## config.mk

```make
export PLATFORM = sky130hd
export DESIGN_NAME = ifetch_unit
export DESIGN_NICKNAME = d
export VERILOG_FILES = /design/src/rtl/riscv_pkg.sv /design/src/rtl/fetch_fifo.sv /design/src/rtl/ifetch_unit.sv
export SDC_FILE = /design/constraint.sdc
export NUM_CORES = 1
export LEC_CHECK = 0
export ABC_AREA = 1
export BUFFER_PORTS_ARGS = -buffer_cell sky130_fd_sc_hd__buf_2
export CORE_MARGIN = 3
export CORE_UTILIZATION = 50
export CTS_BUF_LIST = sky130_fd_sc_hd__clkbuf_2
export DETAILED_ROUTE_END_ITERATION = 6
export PLACE_DENSITY = 0.69
export SETUP_SLACK_MARGIN = 0.3
export SLEW_MARGIN = 20
export SYNTH_ARGS = -nofsm -noshare
export SYNTH_HDL_FRONTEND = slang
export SYNTH_HIERARCHICAL = 1
export SYNTH_SLANG_ARGS = --single-unit
```

## constraint.sdc

```tcl
create_clock -name clk -period 4.7 [get_ports clk]
set_input_delay 0.94 -clock clk [delete_from_list [all_inputs] [get_ports clk]]
set_output_delay 0.94 -clock clk [all_outputs]
set_load 0.005 [all_outputs]
```

## src/rtl/riscv_pkg.sv

```systemverilog
// Shared RV32 core types and constants.
// Fetch stage entries pair a word with the address it was fetched from.
package riscv_pkg;

    localparam int XLEN = 32;
    localparam int ILEN = 32;

    localparam logic [ILEN-1:0] NOP = 32'h0000_0013;

    typedef struct packed {
        logic [XLEN-1:0] pc;
        logic [ILEN-1:0] instr;
    } fetch_entry_t;

    function automatic logic [XLEN-1:0] word_align(input logic [XLEN-1:0] addr);
        return {addr[XLEN-1:2], 2'b00};
    endfunction

endpackage

```

## src/rtl/fetch_fifo.sv

```systemverilog
// Synchronous FIFO with a flush that discards contents and wins over same-cycle push/pop.
// Head data comes straight from storage, so a pushed word is visible the next cycle.
module fetch_fifo #(
    parameter int WIDTH = 64,
    parameter int DEPTH = 4
) (
    input  logic                       clk,
    input  logic                       reset,
    input  logic                       flush,
    input  logic                       push,
    input  logic [WIDTH-1:0]           wdata,
    input  logic                       pop,
    output logic [WIDTH-1:0]           rdata,
    output logic                       empty,
    output logic [$clog2(DEPTH):0]     count
);

    localparam int AW = $clog2(DEPTH);
    localparam int CW = AW + 1;

    logic [WIDTH-1:0] mem [DEPTH];
    logic [AW-1:0]    wptr;
    logic [AW-1:0]    rptr;
    logic [CW-1:0]    cnt;
    logic             full;
    logic             do_push;
    logic             do_pop;

    assign full    = (cnt == CW'(DEPTH));
    assign empty   = (cnt == '0);
    assign do_push = push && !full && !flush;
    assign do_pop  = pop && !empty && !flush;
    assign rdata   = mem[rptr];
    assign count   = cnt;

    always_ff @(posedge clk) begin
        if (do_push) begin
            mem[wptr] <= wdata;
        end
    end

    always_ff @(posedge clk or posedge reset) begin
        if (reset) begin
            wptr <= '0;
            rptr <= '0;
            cnt  <= '0;
        end else if (flush) begin
            wptr <= '0;
            rptr <= '0;
            cnt  <= '0;
        end else begin
            if (do_push) begin
                wptr <= wptr + AW'(1);
            end
            if (do_pop) begin
                rptr <= rptr + AW'(1);
            end
            cnt <= cnt + CW'(do_push) - CW'(do_pop);
        end
    end

endmodule

```

## src/rtl/ifetch_unit.sv

```systemverilog
// RV32 instruction fetch: credit-limited word requests, in-order responses,
// buffered {pc, instr} delivery to decode, redirect with stale-response dropping.
module ifetch_unit
    import riscv_pkg::*;
#(
    parameter logic [XLEN-1:0] RESET_PC  = 32'h0000_0000,
    parameter int              BUF_DEPTH = 4
) (
    input  logic            clk,
    input  logic            reset,
    output logic            imem_req_valid,
    input  logic            imem_req_ready,
    output logic [XLEN-1:0] imem_req_addr,
    input  logic            imem_rsp_valid,
    input  logic [ILEN-1:0] imem_rsp_data,
    output logic            instr_valid,
    input  logic            instr_ready,
    output logic [ILEN-1:0] instr,
    output logic [XLEN-1:0] instr_pc,
    output logic [XLEN-1:0] instr_pcplus4,
    input  logic            redirect_valid,
    input  logic [XLEN-1:0] redirect_pc,
    output logic            fetch_fault
);

    localparam int CW = $clog2(BUF_DEPTH) + 1;
    localparam int EW = $bits(fetch_entry_t);
    localparam logic [CW+1:0] DEPTH_W = (CW+2)'(BUF_DEPTH);

    logic [XLEN-1:0] fetch_pc;
    logic [CW-1:0]   outstanding;
    logic [CW-1:0]   drop;
    logic            fault;

    logic [CW-1:0]   occupancy;
    logic            buf_empty;
    logic [EW-1:0]   buf_rdata;
    fetch_entry_t    buf_head;
    fetch_entry_t    buf_wentry;

    logic [XLEN-1:0] pcq_head;
    logic            pcq_empty;
    logic [CW-1:0]   pcq_count;

    logic [CW+1:0]   committed;
    logic            req_accept;
    logic            rsp_drop;
    logic            rsp_take;
    logic            head_pop;

    // Every entry that will eventually land in the buffer (or be thrown away)
    // holds a credit, so the buffer can never be pushed while full.
    assign committed = (CW+2)'(occupancy) + (CW+2)'(outstanding) + (CW+2)'(drop);

    assign imem_req_valid = !reset && !fault && !redirect_valid && (committed < DEPTH_W);
    assign imem_req_addr  = fetch_pc;
    assign req_accept     = imem_req_valid && imem_req_ready;

    assign rsp_drop = imem_rsp_valid && (drop != '0);
    assign rsp_take = imem_rsp_valid && (drop == '0) && (outstanding != '0);

    assign buf_head      = fetch_entry_t'(buf_rdata);
    assign instr_valid   = !buf_empty;
    assign head_pop      = instr_valid && instr_ready;
    assign instr         = instr_valid ? buf_head.instr : '0;
    assign instr_pc      = instr_valid ? buf_head.pc : '0;
    assign instr_pcplus4 = instr_pc + 32'd4;
    assign fetch_fault   = fault;

    assign buf_wentry.pc    = pcq_head;
    assign buf_wentry.instr = imem_rsp_data;

    fetch_fifo #(
        .WIDTH (XLEN),
        .DEPTH (BUF_DEPTH)
    ) u_pcq (
        .clk   (clk),
        .reset (reset),
        .flush (redirect_valid),
        .push  (req_accept),
        .wdata (fetch_pc),
        .pop   (rsp_take),
        .rdata (pcq_head),
        .empty (pcq_empty),
        .count (pcq_count)
    );

    fetch_fifo #(
        .WIDTH (EW),
        .DEPTH (BUF_DEPTH)
    ) u_buf (
        .clk   (clk),
        .reset (reset),
        .flush (redirect_valid),
        .push  (rsp_take),
        .wdata (buf_wentry),
        .pop   (head_pop),
        .rdata (buf_rdata),
        .empty (buf_empty),
        .count (occupancy)
    );

    always_ff @(posedge clk or posedge reset) begin
        if (reset) begin
            fetch_pc    <= RESET_PC;
            outstanding <= '0;
            drop        <= '0;
            fault       <= 1'b0;
        end else if (redirect_valid) begin
            // Everything still in flight becomes a response to discard.
            fetch_pc    <= word_align(redirect_pc);
            drop        <= drop - CW'(rsp_drop) + outstanding - CW'(rsp_take);
            outstanding <= '0;
            if (redirect_pc[1:0] != 2'b00) begin
                fault <= 1'b1;
            end
        end else begin
            if (req_accept) begin
                fetch_pc <= fetch_pc + 32'd4;
            end
            outstanding <= outstanding + CW'(req_accept) - CW'(rsp_take);
            drop        <= drop - CW'(rsp_drop);
        end
    end

    a_rsp_expected: assert property (@(posedge clk) disable iff (reset)
        imem_rsp_valid |-> ((outstanding != '0) || (drop != '0)));

    a_pcq_tracks: assert property (@(posedge clk) disable iff (reset)
        (pcq_count == outstanding) && (pcq_empty == (outstanding == '0)));

endmodule

```

# Word-level counts from Yosys, hierarchy flattened
# Memories as Yosys holds them, arrays and structs flattened.
# Index checks and enable logic that the tools add are counted.
[totals]
register_bits = 53
ram_bits = 384
in_bits = 70
out_inout_bits = 131
wordCells = 87
mem_count = 2
[op_classes]
n_addsub = 17
order_cmp = 1
eq_ne = 2
n_mux = 20
reduce_logical = 35
[memory_table]
columns = ["name", "words", "word_bits", "read_ports", "rd_ports_with_merged_regs", "wr", "line", "source"]
rows = [
  ["u_buf.mem", 4, 64, 1, 0, 1, "fetch_fifo.sv:21", "logic [WIDTH-1:0] mem [DEPTH];"],
  ["u_pcq.mem", 4, 32, 1, 0, 1, "fetch_fifo.sv:21", ""],
]
[ops]
columns = ["op", "count"]
rows = [
  ["$mux 32", 4],
  ["$add 32x3->32 const B", 2],
  ["$logic_and 1x1->1", 16],
  ["$mux 2", 8],
  ["$sub 3x1->3", 5],
  ["$mux 3", 4],
  ["$reduce_bool 2->1", 6],
  ["$add 3x1->3", 3],
  ["$logic_not 3->1", 3],
  ["$add 2x1->2 const B", 4],
  ["$logic_not 1->1", 7],
  ["$eq 3x3->1 const B", 2],
  ["$reduce_bool 3->1", 2],
  ["$add 4x3->5", 1],
  ["$lt 5x3->1 const B", 1],
  ["$add 3x3->4", 1],
  ["$mux 1", 4],
  ["$add 3x3->3", 1],
  ["$reduce_and 2->1", 1],
]

# Depth between registers and ports, before layout
[logic_depth]
ltp_word = 10
mapped_depth = 20

# Modules after synthesis
# Netlist, hierarchy kept.
[by_module_without_submodules]
columns = ["module", "n_inst", "cells_per_inst", "area_per_inst_um2", "seq_area_each_um2"]
rows = [
  ["fetch_fifo (u_buf)", 1, 681, 10002.1, 7862.5],
  ["fetch_fifo (u_pcq)", 1, 371, 5233.8, 4018.9],
  ["ifetch_unit", 1, 766, 4485.6, 925.9],
]

# Worst setup path before layout
# No wires, ideal clock.
[synth_path]
path_kind = "input -> register"
start = "in imem_rsp_valid"
end = "mem u_buf.mem[0][0], enable pin"
arrival_ns = 4.083
required_ns = 4.213
slack_ns = 0.131
path_stages = 3
path_buffers = 0
cell_sequence = "o211a_1 > nand3_1 > nor2_1"
[synth_via]
elab_chain_len = 6
[synth_rtl]
columns = ["element", "line", "source"]
rows = [
  ["start, declared", "ifetch_unit.sv:14", "input logic imem_rsp_valid,"],
  ["$logic_and 1x1->1 (2 in a row)", "ifetch_unit.sv:60", "assign rsp_take = imem_rsp_valid && (drop == '0) && (outstanding != '0);"],
  ["$logic_and 1x1->1 (2 in a row)", "fetch_fifo.sv:31", "assign do_push = push && !full && !flush;"],
  ["$mux 1", "fetch_fifo.sv:37", "if (do_push) begin"],
  ["$mux 1 (implied by the code)", "fetch_fifo.sv:38", "mem[wptr] <= wdata;"],
  ["end, declared", "fetch_fifo.sv:21", ""],
]
# Every way passes these cells.

==> impl_metrics.csv <==
group,metric,value,unit
timing,worst_pin_slew,1.02,ns
timing,fin_crit,4.26,ns
floorplanning,placementRows,72,
critical_path,reg2reg_from,"outstanding[1]",
global_routing,grt_usage,23.0,%
cells_and_area,nNetsFinal,2214,
critical_path,critPathSlowestCell,"dfrtp_4",
critical_path,cp_top_family,"simple AND/OR/NAND/NOR gates",
place,place.port_buffers,198,
floorplanning,die_area,41900,µm²
route,vias_per_cell,5.31,
cts,cts_buffers,107,
route,drtAntennaViolNets,0,
critical_path,cpMostUsedCell,"nand2_1",
cells_and_area,stdcell_count,2725,
route,wl,48700,µm
critical_path,slowest_delay,0.55,ns
timing,fin_tns_setup,0,ns
synthesis,synth_cells,1817,
critical_path,start_kind,"register",
timing,hold_viol_final,0,
cts,htree_levels,3,
timing,fmax,0.235,GHz
critical_path,rr_worst_depth,18,
timing,slew_violations,0,
synthesis,synth_warnings,6,
place,dp_cells,2484,
timing,fin_hold_ws,0.137,ns
cells_and_area,final_area,22900,µm²
place,dpl-instance-area,21100,µm²
route,first_pass_iters,5,
floorplanning,initial_utilization,50.8,%
place,place.gp.congestion,0.870,
route,route.detailed.drc,0,
critical_path,path_cells,"buf_12 -> buf_16 -> o21ai_1 -> o22ai_2 -> inv_2 -> nor2_8 -> nand2_1 -> nor2_2 -> nand2_1 -> nor2_4 -> nand2_1 -> nand2_1 -> nand2_1 -> buf_2",
critical_path,endpoint,"instr_pcplus4[30]",
route,post_drt_wl_per_cell,17.9,µm
cells_and_area,drive_gt1_share,25.1,%
critical_path,timing.rr.end,"u_pcq/count[2]",
min_path,min_delay_path_depth,3,
global_routing,first_global_vias,13800,
timing,rsz0062_at_grt,"true",
run_status,outcome,"completed",
power,power_leakage,9.23,nW
floorplanning,design.core.area,38800,µm²
timing,min_period_over_period,90.6,%
power,vdd_drop_max,0.165,mV
critical_path,critPathLaunch,"u_buf/rptr[0]",
cts,root_buffer,"clkbuf_2",
global_routing,grt_max_degree,67,
min_path,hold_path.class,"input pin to register",
job,maxCapViolations,0,
cts,clk_path_buf_depth,3,
timing,finalSetupViolations,0,
cts,cts_tree,"yes",
global_routing,grt-ovfl-total,0,
floorplanning,io-pin-count,201,
timing,finClkSkew,0.0863,ns
critical_path,worstPathRequired,3.76,ns
critical_path,arrival,3.32,ns
critical_path,cp.depth,14,
floorplanning,die_h,205,µm
synthesis,syn_area_per_cell,10.9,µm²
global_routing,antenna_found_initial,3,
place,dpl.hpwl,29900,µm
timing,slew_headroom,32.2,%
critical_path,cp-end-kind,"primary output",
cts,cts.sinks,435,
critical_path,crit_fanout,16,
route,num_vias,14500,
cts,clk_latency,1.00,ns
route,drt_iter0_drc,1031,
cts,clk_pin_slew,0.11,ns
cells_and_area,fin_util,58.9,%
power,power_density,308,nW/µm²
critical_path,reg2reg_slack,0.80,ns
cells_and_area,area_delta_synth_final,16.0,%
synthesis,netlist_area,19700,µm²
global_routing,grt_pass1_wl,75500,µm
critical_path,path_buf_inv,4,
critical_path,path_class,"register to primary output",
floorplanning,die_w,205,µm
[layout by cell type, fill, tap and decap left out, types with 3 or more instances in the layout]
master and instances:
fa_1 7, buf_12 7, o21ai_0 146, buf_8 3, ha_1 22, inv_2 10
nor3_2 4, inv_1 133, clkinv_2 7, edfxtp_1 384, or2_2 3, clkinv_1 40
o22ai_1 76, a21oi_1 6, nand3_1 86, nand4_1 12, o22ai_2 20, o21ai_1 56
diode_2 4, nand2_1 268, dfrtp_1 48, clkbuf_2 150, nand2_2 16, nor2_1 306
nand3_2 3, xor2_1 18, nor2_2 29, conb_1 10, nor2_4 25, nor3_4 3
buf_4 49, nand3b_1 17, clkinv_8 3, xnor2_1 10, buf_16 3, buf_2 198
buf_6 3
[power by group]
part / switching (mW) / internal (mW)
clock: 1.47 / 0.928
combinational: 0.179 / 0.136
sequential: 0.0901 / 4.23
[sequential cells by signal, summed over array words and instances, names as in the netlist]
| signal | count |
|---|---|
| u_pcq/wptr | 2 |
| fetch_fault | 1 |
| u_buf/count | 3 |
| u_buf/mem | 256 |
| outstanding | 3 |
| imem_req_addr | 30 |
| drop | 3 |
| u_pcq/mem | 128 |
| u_pcq/rptr | 2 |
| u_buf/rptr | 2 |
| u_pcq/count | 3 |
| u_buf/wptr | 2 |
[layer usage]
layer  track usage, %  vias up  part of all wire [%]
met5                0        -                     0
met1             33.0     6847                    44
met2             35.9      648                    46
met3             4.69       56                   8.8
met4             6.27        0                   1.6
li1                 -     6927                     -
[area by class of cell]
| cell class | instances | area, µm² |
|---|---|---|
| fillers | 3282 | 15900 |
| repair buffers | 266 | 1730 |
| flip-flops and latches | 435 | 12800 |
| repair inverters | 1 | 16.3 |
| diodes | 4 | 10.0 |
| well taps | 518 | 648 |
| clock inverters | 48 | 220 |
| inverters | 148 | 588 |
| multi-input cells | 1155 | 6100 |
| clock buffers | 150 | 751 |
[worst min-delay path by stage]
stage,to,startpoint
finish,imem_req_addr[14],redirect_pc[14]
global route,u_buf/mem[1][5],imem_rsp_data[5]
CTS,u_buf/mem[1][5],imem_rsp_data[5]
detailed placement,fetch_fault,fetch_fault
global placement,fetch_fault,fetch_fault
floorplan,fetch_fault,fetch_fault
[per-stage QoR]
stage	total power [mW]	setup slack (ns)
floorplan	4.58	0.131
global placement	4.71	0.939
detailed placement	4.73	0.782
CTS	7.12	0.295
global route	7.40	0.204
finish	7.04	0.443
[timing repair]
action	CTS	global route
hold buffers	1	0
buffers inserted	11	22
gates resized for setup	56	55
gates cloned	4	1
endpoints found under the hold margin	15	0
setup endpoints to repair	27	23
pin swaps	2	15
[tightest hold or removal path: stages]
cell and delay (ns):
buf_2 0.07, nand2_1 0.04, nand3_1 0.06
(Power assumes the default switching activity.)
